### src/rtl/seq_mag_comp.sv
//------------------------------------------------------------------------------
// seq_mag_comp
//
// Multi-cycle magnitude comparator. Two WIDTH-bit operands are compared one
// CHUNK-bit slice per cycle, most-significant slice first. The result is
// returned as one-hot gt/eq/lt flags through a valid/ready handshake.
//
// Signed compares are reduced to unsigned ones by inverting the operand sign
// bits at capture time. After that, every slice compare is a plain unsigned
// compare.
//
// Build option:
//   SEQ_MAG_COMP_EARLY_EXIT_EN
//     Defined   : RUN stops on the first unequal slice. Latency is 1..NCH.
//     Undefined : RUN always walks all NCH slices. The first unequal slice
//                 latches a sticky decision, and later slices cannot change
//                 it. Latency is fixed at NCH. The flags are identical.
//------------------------------------------------------------------------------
`timescale 1ns/1ps

module seq_mag_comp #(
  parameter int WIDTH = 32,
  parameter int CHUNK = 8
) (
  input  logic             clk,
  input  logic             rst,
  input  logic             in_valid,
  output logic             in_ready,
  input  logic [WIDTH-1:0] op_a,
  input  logic [WIDTH-1:0] op_b,
  input  logic             signed_mode,
  output logic             out_valid,
  input  logic             out_ready,
  output logic             gt,
  output logic             eq,
  output logic             lt
);

  localparam int NCH = WIDTH / CHUNK;
  localparam int IW  = (NCH > 1) ? $clog2(NCH) : 1;

  typedef enum logic [1:0] {
    S_IDLE = 2'd0,
    S_RUN  = 2'd1,
    S_DONE = 2'd2
  } state_t;

  // Flip the sign bit when signed: two's-complement order then matches
  // unsigned order on the biased value.
  function automatic logic [WIDTH-1:0] bias_msb(input logic [WIDTH-1:0] v,
                                                input logic             s);
    logic [WIDTH-1:0] r;
    r            = v;
    r[WIDTH-1]   = v[WIDTH-1] ^ s;
    return r;
  endfunction

  state_t           r_state;
  logic [IW-1:0]    r_idx;
  logic [WIDTH-1:0] r_a;
  logic [WIDTH-1:0] r_b;
  logic             r_out_valid;
  logic             r_gt;
  logic             r_eq;
  logic             r_lt;

`ifndef SEQ_MAG_COMP_EARLY_EXIT_EN
  logic             r_dec_valid;   // an unequal slice has already been seen
  logic             r_dec_gt;      // direction of that first difference
`endif

  // Slice views of the registered operands, indexed by slice number.
  logic [CHUNK-1:0] w_slices_a [NCH];
  logic [CHUNK-1:0] w_slices_b [NCH];

  genvar g;
  generate
    for (g = 0; g < NCH; g++) begin : g_slice
      assign w_slices_a[g] = r_a[g*CHUNK +: CHUNK];
      assign w_slices_b[g] = r_b[g*CHUNK +: CHUNK];
    end
  endgenerate

  logic [CHUNK-1:0] w_cur_a;
  logic [CHUNK-1:0] w_cur_b;
  logic             w_sl_gt;
  logic             w_sl_lt;
  logic             w_fin_gt;
  logic             w_fin_lt;

  // Compare the current slice pair and merge it with any earlier decision.
  always_comb begin
    w_cur_a  = w_slices_a[r_idx];
    w_cur_b  = w_slices_b[r_idx];
    w_sl_gt  = (w_cur_a > w_cur_b);
    w_sl_lt  = (w_cur_a < w_cur_b);
`ifdef SEQ_MAG_COMP_EARLY_EXIT_EN
    w_fin_gt = w_sl_gt;
    w_fin_lt = w_sl_lt;
`else
    if (r_dec_valid) begin
      w_fin_gt = r_dec_gt;
      w_fin_lt = ~r_dec_gt;
    end else begin
      w_fin_gt = w_sl_gt;
      w_fin_lt = w_sl_lt;
    end
`endif
  end

  // Control FSM: capture operands, walk the slices, hold the result until it is taken.
  always_ff @(posedge clk) begin
    if (rst) begin
      r_state     <= S_IDLE;
      r_idx       <= IW'(0);
      r_a         <= {WIDTH{1'b0}};
      r_b         <= {WIDTH{1'b0}};
      r_out_valid <= 1'b0;
      r_gt        <= 1'b0;
      r_eq        <= 1'b0;
      r_lt        <= 1'b0;
`ifndef SEQ_MAG_COMP_EARLY_EXIT_EN
      r_dec_valid <= 1'b0;
      r_dec_gt    <= 1'b0;
`endif
    end else begin
      case (r_state)
        S_IDLE: begin
          if (in_valid) begin
            r_a     <= bias_msb(op_a, signed_mode);
            r_b     <= bias_msb(op_b, signed_mode);
            r_idx   <= IW'(NCH - 1);
            r_state <= S_RUN;
`ifndef SEQ_MAG_COMP_EARLY_EXIT_EN
            r_dec_valid <= 1'b0;
            r_dec_gt    <= 1'b0;
`endif
          end
        end

        S_RUN: begin
`ifdef SEQ_MAG_COMP_EARLY_EXIT_EN
          if (w_sl_gt) begin
            r_gt        <= 1'b1;
            r_out_valid <= 1'b1;
            r_state     <= S_DONE;
          end else if (w_sl_lt) begin
            r_lt        <= 1'b1;
            r_out_valid <= 1'b1;
            r_state     <= S_DONE;
          end else if (r_idx == IW'(0)) begin
            r_eq        <= 1'b1;
            r_out_valid <= 1'b1;
            r_state     <= S_DONE;
          end else begin
            r_idx <= r_idx - IW'(1);
          end
`else
          if (r_idx == IW'(0)) begin
            r_gt        <= w_fin_gt;
            r_lt        <= w_fin_lt;
            r_eq        <= ~(w_fin_gt | w_fin_lt);
            r_out_valid <= 1'b1;
            r_state     <= S_DONE;
          end else begin
            if (!r_dec_valid && (w_sl_gt || w_sl_lt)) begin
              r_dec_valid <= 1'b1;
              r_dec_gt    <= w_sl_gt;
            end
            r_idx <= r_idx - IW'(1);
          end
`endif
        end

        S_DONE: begin
          if (out_ready) begin
            r_out_valid <= 1'b0;
            r_gt        <= 1'b0;
            r_eq        <= 1'b0;
            r_lt        <= 1'b0;
            r_state     <= S_IDLE;
          end
        end

        default: begin
          r_state     <= S_IDLE;
          r_out_valid <= 1'b0;
          r_gt        <= 1'b0;
          r_eq        <= 1'b0;
          r_lt        <= 1'b0;
        end
      endcase
    end
  end

  assign in_ready  = (r_state == S_IDLE);
  assign out_valid = r_out_valid;
  assign gt        = r_gt;
  assign eq        = r_eq;
  assign lt        = r_lt;

endmodule

### config.mk
export PLATFORM = sky130hd
export DESIGN_NAME = seq_mag_comp
export DESIGN_NICKNAME = d
export VERILOG_FILES = /design/src/rtl/seq_mag_comp.sv
export SDC_FILE = /design/constraint.sdc
export NUM_CORES = 1
export LEC_CHECK = 0
export CAP_MARGIN = 20
export CORE_ASPECT_RATIO = 0.7
export CORE_MARGIN = 2
export CORE_UTILIZATION = 46
export DETAILED_ROUTE_END_ITERATION = 7
export GPL_TIMING_DRIVEN = 0
export PLACE_DENSITY = 0.73
export SLEW_MARGIN = 20
export SYNTH_ARGS = -nofsm -noshare
export SYNTH_HDL_FRONTEND = slang
export SYNTH_SLANG_ARGS = --single-unit
### constraint.sdc
create_clock -name clk -period 3.02 [get_ports clk]
set_input_delay 0.906 -clock clk [delete_from_list [all_inputs] [get_ports clk]]
set_output_delay 0.906 -clock clk [all_outputs]
set_load 0.05 [all_outputs]
# Yosys cells after proc, flatten, opt, wreduce, memory -nomap -nowiden
# Cells that the tools add are included.
[totals] reg_bits=74 inputBits=69 output_inout_bits=5 wordCells=70
[op_classes] n_addsub=1 n_lt_le_gt_ge=3 eq_ne=7 mux=31 bitwise_logic=7 reduce_logical=11
[ops] cell="binary-select mux 8 bit (select 2 bit)" n=2
[ops] cell="2-to-1 mux 8 bit" n=4
[ops] cell="2-to-1 mux 1 bit" n=12
[ops] cell="case mux 1 bit (3 select lines)" n=4
[ops] cell="2-to-1 mux 2 bit" n=5
[ops] cell="!= test 2 bit, second input constant" n=5
[ops] cell="AND reduction 3 bit" n=3
[ops] cell="greater-than comparator 8 bit" n=1
[ops] cell="< comparator 8 bit" n=1
[ops] cell="case mux 2 bit (3 select lines)" n=1
[ops] cell="zero test 2 bit" n=2
[ops] cell="case mux 1 bit (2 select lines)" n=2
[ops] cell="case mux 2 bit (2 select lines)" n=1
[ops] cell="AND reduction 4 bit" n=1
[ops] cell=">= comparator 3 bit, second input constant" n=1
[ops] cell="inverter 1 bit" n=3
[ops] cell="inverter 2 -> 3 bit" n=1
[ops] cell="== test 2 x 1 -> 1 bit, second input constant" n=1
[ops] cell="== test 2 bit, second input constant" n=1
[ops] cell="AND reduction 2 bit" n=1
[ops] cell="nonzero test 2 bit" n=1
[ops] cell="subtractor 2 x 1 -> 2 bit, second input constant" n=1
[ops] cell="bitwise XOR 1 bit" n=2
[ops] cell="logical AND 1 bit" n=1
[ops] cell="other kinds (3)" n=3

# Logic depth before layout (Yosys ltp)
[logic_depth] ltp_word=10 ltp_mapped=9 mapped_depth_nobuf=8

# Worst setup path before layout
# No wires, ideal clock.
[synth_timing] path_type="register to register" startpoint="register r_idx[0]" endpoint="register r_dec_valid" setup_ns=0.114 arrival_ns=2.303 required_time_ns=2.906 setup_slack_ns=0.603 path_stages_with_launch=9 path_buffers=2 synth_period_minus_slack_ns=2.417 path_cell_list="dfxtp_1 buf_4 buf_4 mux4_2 ha_1 nand4_1 or2_2 a32o_1 a21o_1"
[synth_between] elab_chain_cells=9 elab_cells_between_ends=15 cone_classes="order compare: 2; eq/ne: 2; mux: 6; bitwise: 1; reduce/logical: 4"
[synth_lines] item="start: declaration" line_no="59" text="logic [IW-1:0] r_idx;"
[synth_lines] item="start signal: assignment" line_no="132" text="r_idx <= IW'(NCH - 1);"
[synth_lines] item="start signal: assignment" line_no="170" text="r_idx <= r_idx - IW'(1);"
[synth_lines] item="inverter 2 -> 3 bit (implied by the code)" line_no="93, 94"
[synth_lines] item="binary-select mux 8 bit (select 2 bit), on equally long branches" line_no="93, 94"
[synth_lines] item="2-to-1 mux 8 bit, on equally long branches (2 in series)" line_no="93, 94"
[synth_lines] item="greater-than comparator 8 bit or < comparator 8 bit (tied branches)" line_no="95, 96"
[synth_lines] item="logical OR 1 bit" line_no="166" text="if (!r_dec_valid && (w_sl_gt || w_sl_lt)) begin"
[synth_lines] item="logical AND 1 bit" line_no="166"
[synth_lines] item="!= test 2 bit (no source line)"
[synth_lines] item="AND reduction 4 bit (no source line) (*)"
[synth_lines] item="end signal: assignment" line_no="123" text="r_dec_valid <= 1'b0;"
[synth_lines] item="end signal: assignment" line_no="135" text="r_dec_valid <= 1'b0;"
[synth_lines] item="end signal: assignment" line_no="167" text="r_dec_valid <= 1'b1;"
[synth_lines] item="end: declaration" line_no="68" text="logic r_dec_valid;"
# Every way passes the cells marked *; elsewhere a longest branch is shown, timed or not. The select of a mux whose other input is x is not followed.
# A chain may end at the register's enable or synchronous reset.

# Final worst setup path
[layout_timing] startpoint="register r_idx[0]" endpoint="register r_lt, in the netlist lt"
[layout_between] elab_chain_cells=8 elab_cells_between_ends=14 cone_classes="order compare: 1; eq/ne: 1; mux: 9; bitwise: 1; reduce/logical: 2"
[layout_lines] item="inverter 2 -> 3 bit (implied by the code)" line_no="93, 94"
[layout_lines] item="binary-select mux 8 bit (select 2 bit), on equally long branches" line_no="93, 94"
[layout_lines] item="2-to-1 mux 8 bit, on equally long branches (2 in series)" line_no="93, 94"
[layout_lines] item="< comparator 8 bit" line_no="96" text="w_sl_lt = (w_cur_a < w_cur_b);"
[layout_lines] item="2-to-1 mux 1 bit" line_no="101" text="if (r_dec_valid) begin"
[layout_lines] item="2-to-1 mux 1 bit" line_no="159" text="if (r_idx == IW'(0)) begin"
[layout_lines] item="case mux 1 bit (3 select lines)" line_no="127" text="case (r_state)"
[layout_lines] item="end signal: assignment" line_no="161" text="r_lt <= w_fin_lt;"
[layout_lines] item="end: declaration" line_no="65" text="logic r_lt;"
# Parallel ways exist; a longest one is shown, timed or not. The select of a mux whose other input is x is not followed.

==> results.py <==
metrics = {
    "status": {
        "outcome": "complete, no violations",
    },
    "clocking": {
        "ctsResizeCount": 0,
        "postCtsSetupBuffers": 0,
        "clkSlewWorstSetupHoldPaths_ns": 0.07,
        "holdBufCountCts": 0,
        "insertion_delay_ns": 0.36,
        "cts_tree": "done",
        "clock_tree.buffer_depth": 2,
        "cts-buffers-inserted": 9,
        "cts_max_level": 3,
        "clockRootBuffer": "clkbuf_8",
        "cts.sinks": 74,
    },
    "yosys": {
        "netlist_instances": 385,
        "ys_seq_elements": 74,
        "ys.warnings.count": 0,
        "synth_seq_area_share": 0.4321,
        "synth.largest_area_cell": "dfxtp_1",
        "synth_top_area_share": 0.4321,
        "syn_area_um2": 3428,
        "synth.net_count": 463,
        "yosys_most_used_dff": "dfxtp_1",
        "post_synth_main_area_contributors": "dfxtp_1 (43%), nand2_1 (13%), mux4_2 (11%)",
        "synth.avg_cell_area_um2": 8.905,
        "ys_async_sr_fraction": 0,
        "number_of_synthesized_flops_with_an_enable_pin": 0,
        "synthDistinctLibCells": 35,
    },
    "placement": {
        "numPortBuffers": 72,
        "post-place-ws_ns": 0.3604,
        "gp_congestion": 0.8861,
        "detailed_place_hpwl_mm": 6.370,
    },
    "pwr": {
        "power_leakage_nw": 1.653,
        "ir_worst_vdd_mv": 0.2492,
        "power.total_mw": 2.574,
        "comb_power_share": 0.242,
        "pwr-share-seq": 0.430,
        "power-per-cell-area_nw_per_um2": 573.4,
        "p_sw_frac": 0.2914,
        "power_frac_clock": 0.328,
        "p_sw_mw": 0.7501,
        "cell_internal_pwr_mw": 1.824,
    },
    "route": {
        "vias": 2907,
        "drc_errors": 0,
        "initialDrtViolationCount": 213,
        "route.detailed.vias_per_inst": 5.091,
        "postRouteWirelength_mm": 8.383,
        "post_drt_wl_per_cell_um": 14.68,
        "number_of_detailed_routing_iterations_run_before_antenna_repair": 4,
        "ant_nets": 0,
    },
    "floorplanning": {
        "initial_core_util": 0.4726,
        "io_pins": 74,
        "die_y_um": 76.23,
        "die_x_um": 107.2,
        "die_area_um2": 8171,
        "rows": 26,
        "core_um2": 7254,
    },
    "setup_path": {
        "crit_path_max_fanout": 10,
        "crit_family": "multiplexers",
        "start_to_end_type_of_the_worst_setup_path": "reg -> reg",
        "cp_num_buf_inv": 2,
        "timing.critical_path.required_ns": 3.29,
        "cp-start-kind": "flop",
        "worst_stage_delay_on_the_critical_path_ns": 0.54,
        "critPathArrivalTime_ns": 2.95,
        "crit_top_cell": "buf_4",
        "worstSetupEndpointType": "flop",
        "crit_chain": "buf_4 -> buf_4 -> mux4_2 -> ha_1 -> nor2b_1 -> o211ai_1 -> a21oi_1 -> or2_2 -> o31ai_1",
        "critical_path.slowest_cell": "mux4_2",
    },
    "layout": {
        "mostFrequentLayoutCells": "nand2_1 (120), dfxtp_1 (74), clkdlybuf4s50_1 (72)",
        "layout_net_count": 546,
        "final_layout_size_suffix_gt1_frac": 0.1818,
        "area.growth.synth_to_final_pct": 30.95,
        "layout_commonest_cell": "nand2_1",
        "n_antenna_cell": 0,
    },
    "timing": {
        "layout_min_cycle_time_ns": 2.687,
        "final_hold_viol_count": 0,
        "grt_setup_unrepaired": "no",
        "timing.slew.headroom": 0.5218,
        "finalSetupViolations": 0,
        "achievable-frequency_mhz": 372.2,
        "fin_crit_sh": 0.8896,
        "slew_violations": 0,
        "totalNegativeSetupSlack_ns": 0,
        "worst_pin_slew_ns": 0.7173,
        "setup_ws_ns": 0.3333,
        "fin_skew_ns": 0.01447,
    },
    "global_route": {
        "grt_pass1_wl_mm": 13.81,
        "grt_antenna_before_repair": 0,
        "first_global_vias": 2915,
        "track_usage": 0.2195,
        "grt_overflow_total": 0,
        "grt_max_degree": 14,
    },
    "min_path": {
        "hold_class": "reg -> reg",
    },
    "run": {
        "max-cap-violations": 0,
    },
}
## registers in the layout, indices dropped and copies added, names as in the netlist
signal       flops
r_b             32
r_dec_gt         1
lt               1
r_idx            2
eq               1
r_a             32
r_dec_valid      1
out_valid        1
r_state          2
gt               1
## Yosys cell counts (7+ instances only)
master    count
a21oi_2      20
a21oi_1      52
nand2_1     120
inv_1        11
nand2_2      11
mux4_2       16
nor2_1       10
ha_1          9
clkbuf_1      7
dfxtp_1      74
buf_2         8
## worst min-delay path, cell delays in order, from the launching register on
cell,delay (ns)
dfxtp_1,0.31
nand2_1,0.05
a21oi_1,0.05
## area by class of cell
class | instances | area, µm²
fill | 647 | 2765
multi-input combinational | 273 | 1717
sequential | 74 | 1481
timing repair buffer | 72 | 720.7
buffer | 27 | 188.9
clock buffer | 10 | 127.6
tap | 98 | 122.6
clock inverter | 6 | 90.09
inverter | 11 | 41.29
## power by group through the flow
stage / logic, mW / clock network, mW / registers [mW]
CTS: 0.623 / 0.853 / 1.11
global placement: 0.605 / 0 / 1.12
global route: 0.688 / 0.895 / 1.12
finish: 0.623 / 0.845 / 1.11
floorplan: 0.405 / 0 / 1.12
detailed placement: 0.621 / 0 / 1.13
## metrics by stage
stage | std cells | util | instance area (µm²) | hold slack [ns]
after floorplan | 385 | - | 3428 | 0.4331
after global placement | 555 | 0.5888 | 4272 | 0.4407
after detailed placement | 555 | 0.5888 | 4272 | 0.4402
after CTS | 571 | 0.6188 | 4489 | 0.4564
after global routing | 571 | 0.6188 | 4489 | 0.4711
final | 571 | 0.6188 | 4489 | 0.4560
## per-layer routing
layer | vias to the layer above | track usage | routed length (µm)
li1 | 1465 | - | -
met1 | 1351 | 0.3111 | 4093
met2 | 83 | 0.3285 | 3653
met3 | 8 | 0.05731 | 545
met4 | 0 | 0.06623 | 91
met5 | - | 0 | 0
## worst paths after layout
kind / from / endpoint / slack [ns] / depth (start not counted)
max: r_idx[0]$_SDFFE_PP0P_ / lt$_SDFFE_PP0P_ / 0.33 / 9
min: r_b[0]$_SDFFE_PP0P_ / r_b[0]$_SDFFE_PP0P_ / 0.46 / 2
max reg2reg: r_idx[0]$_SDFFE_PP0P_ / lt$_SDFFE_PP0P_ / 0.33 / 9
min reg2reg: r_b[0]$_SDFFE_PP0P_ / r_b[0]$_SDFFE_PP0P_ / 0.46 / 2
## cells by family after synthesis
logic type / synth area share
AO/OA/AOI/OAI: 0.1606
XOR/XNOR: 0.005110
adder cells (fa/ha/maj): 0.03285
buffers and inverters: 0.06715
flip-flops: 0.4321
multiplexers: 0.1051
AND/OR/NAND/NOR: 0.1971
(Power assumes the default switching activity.)
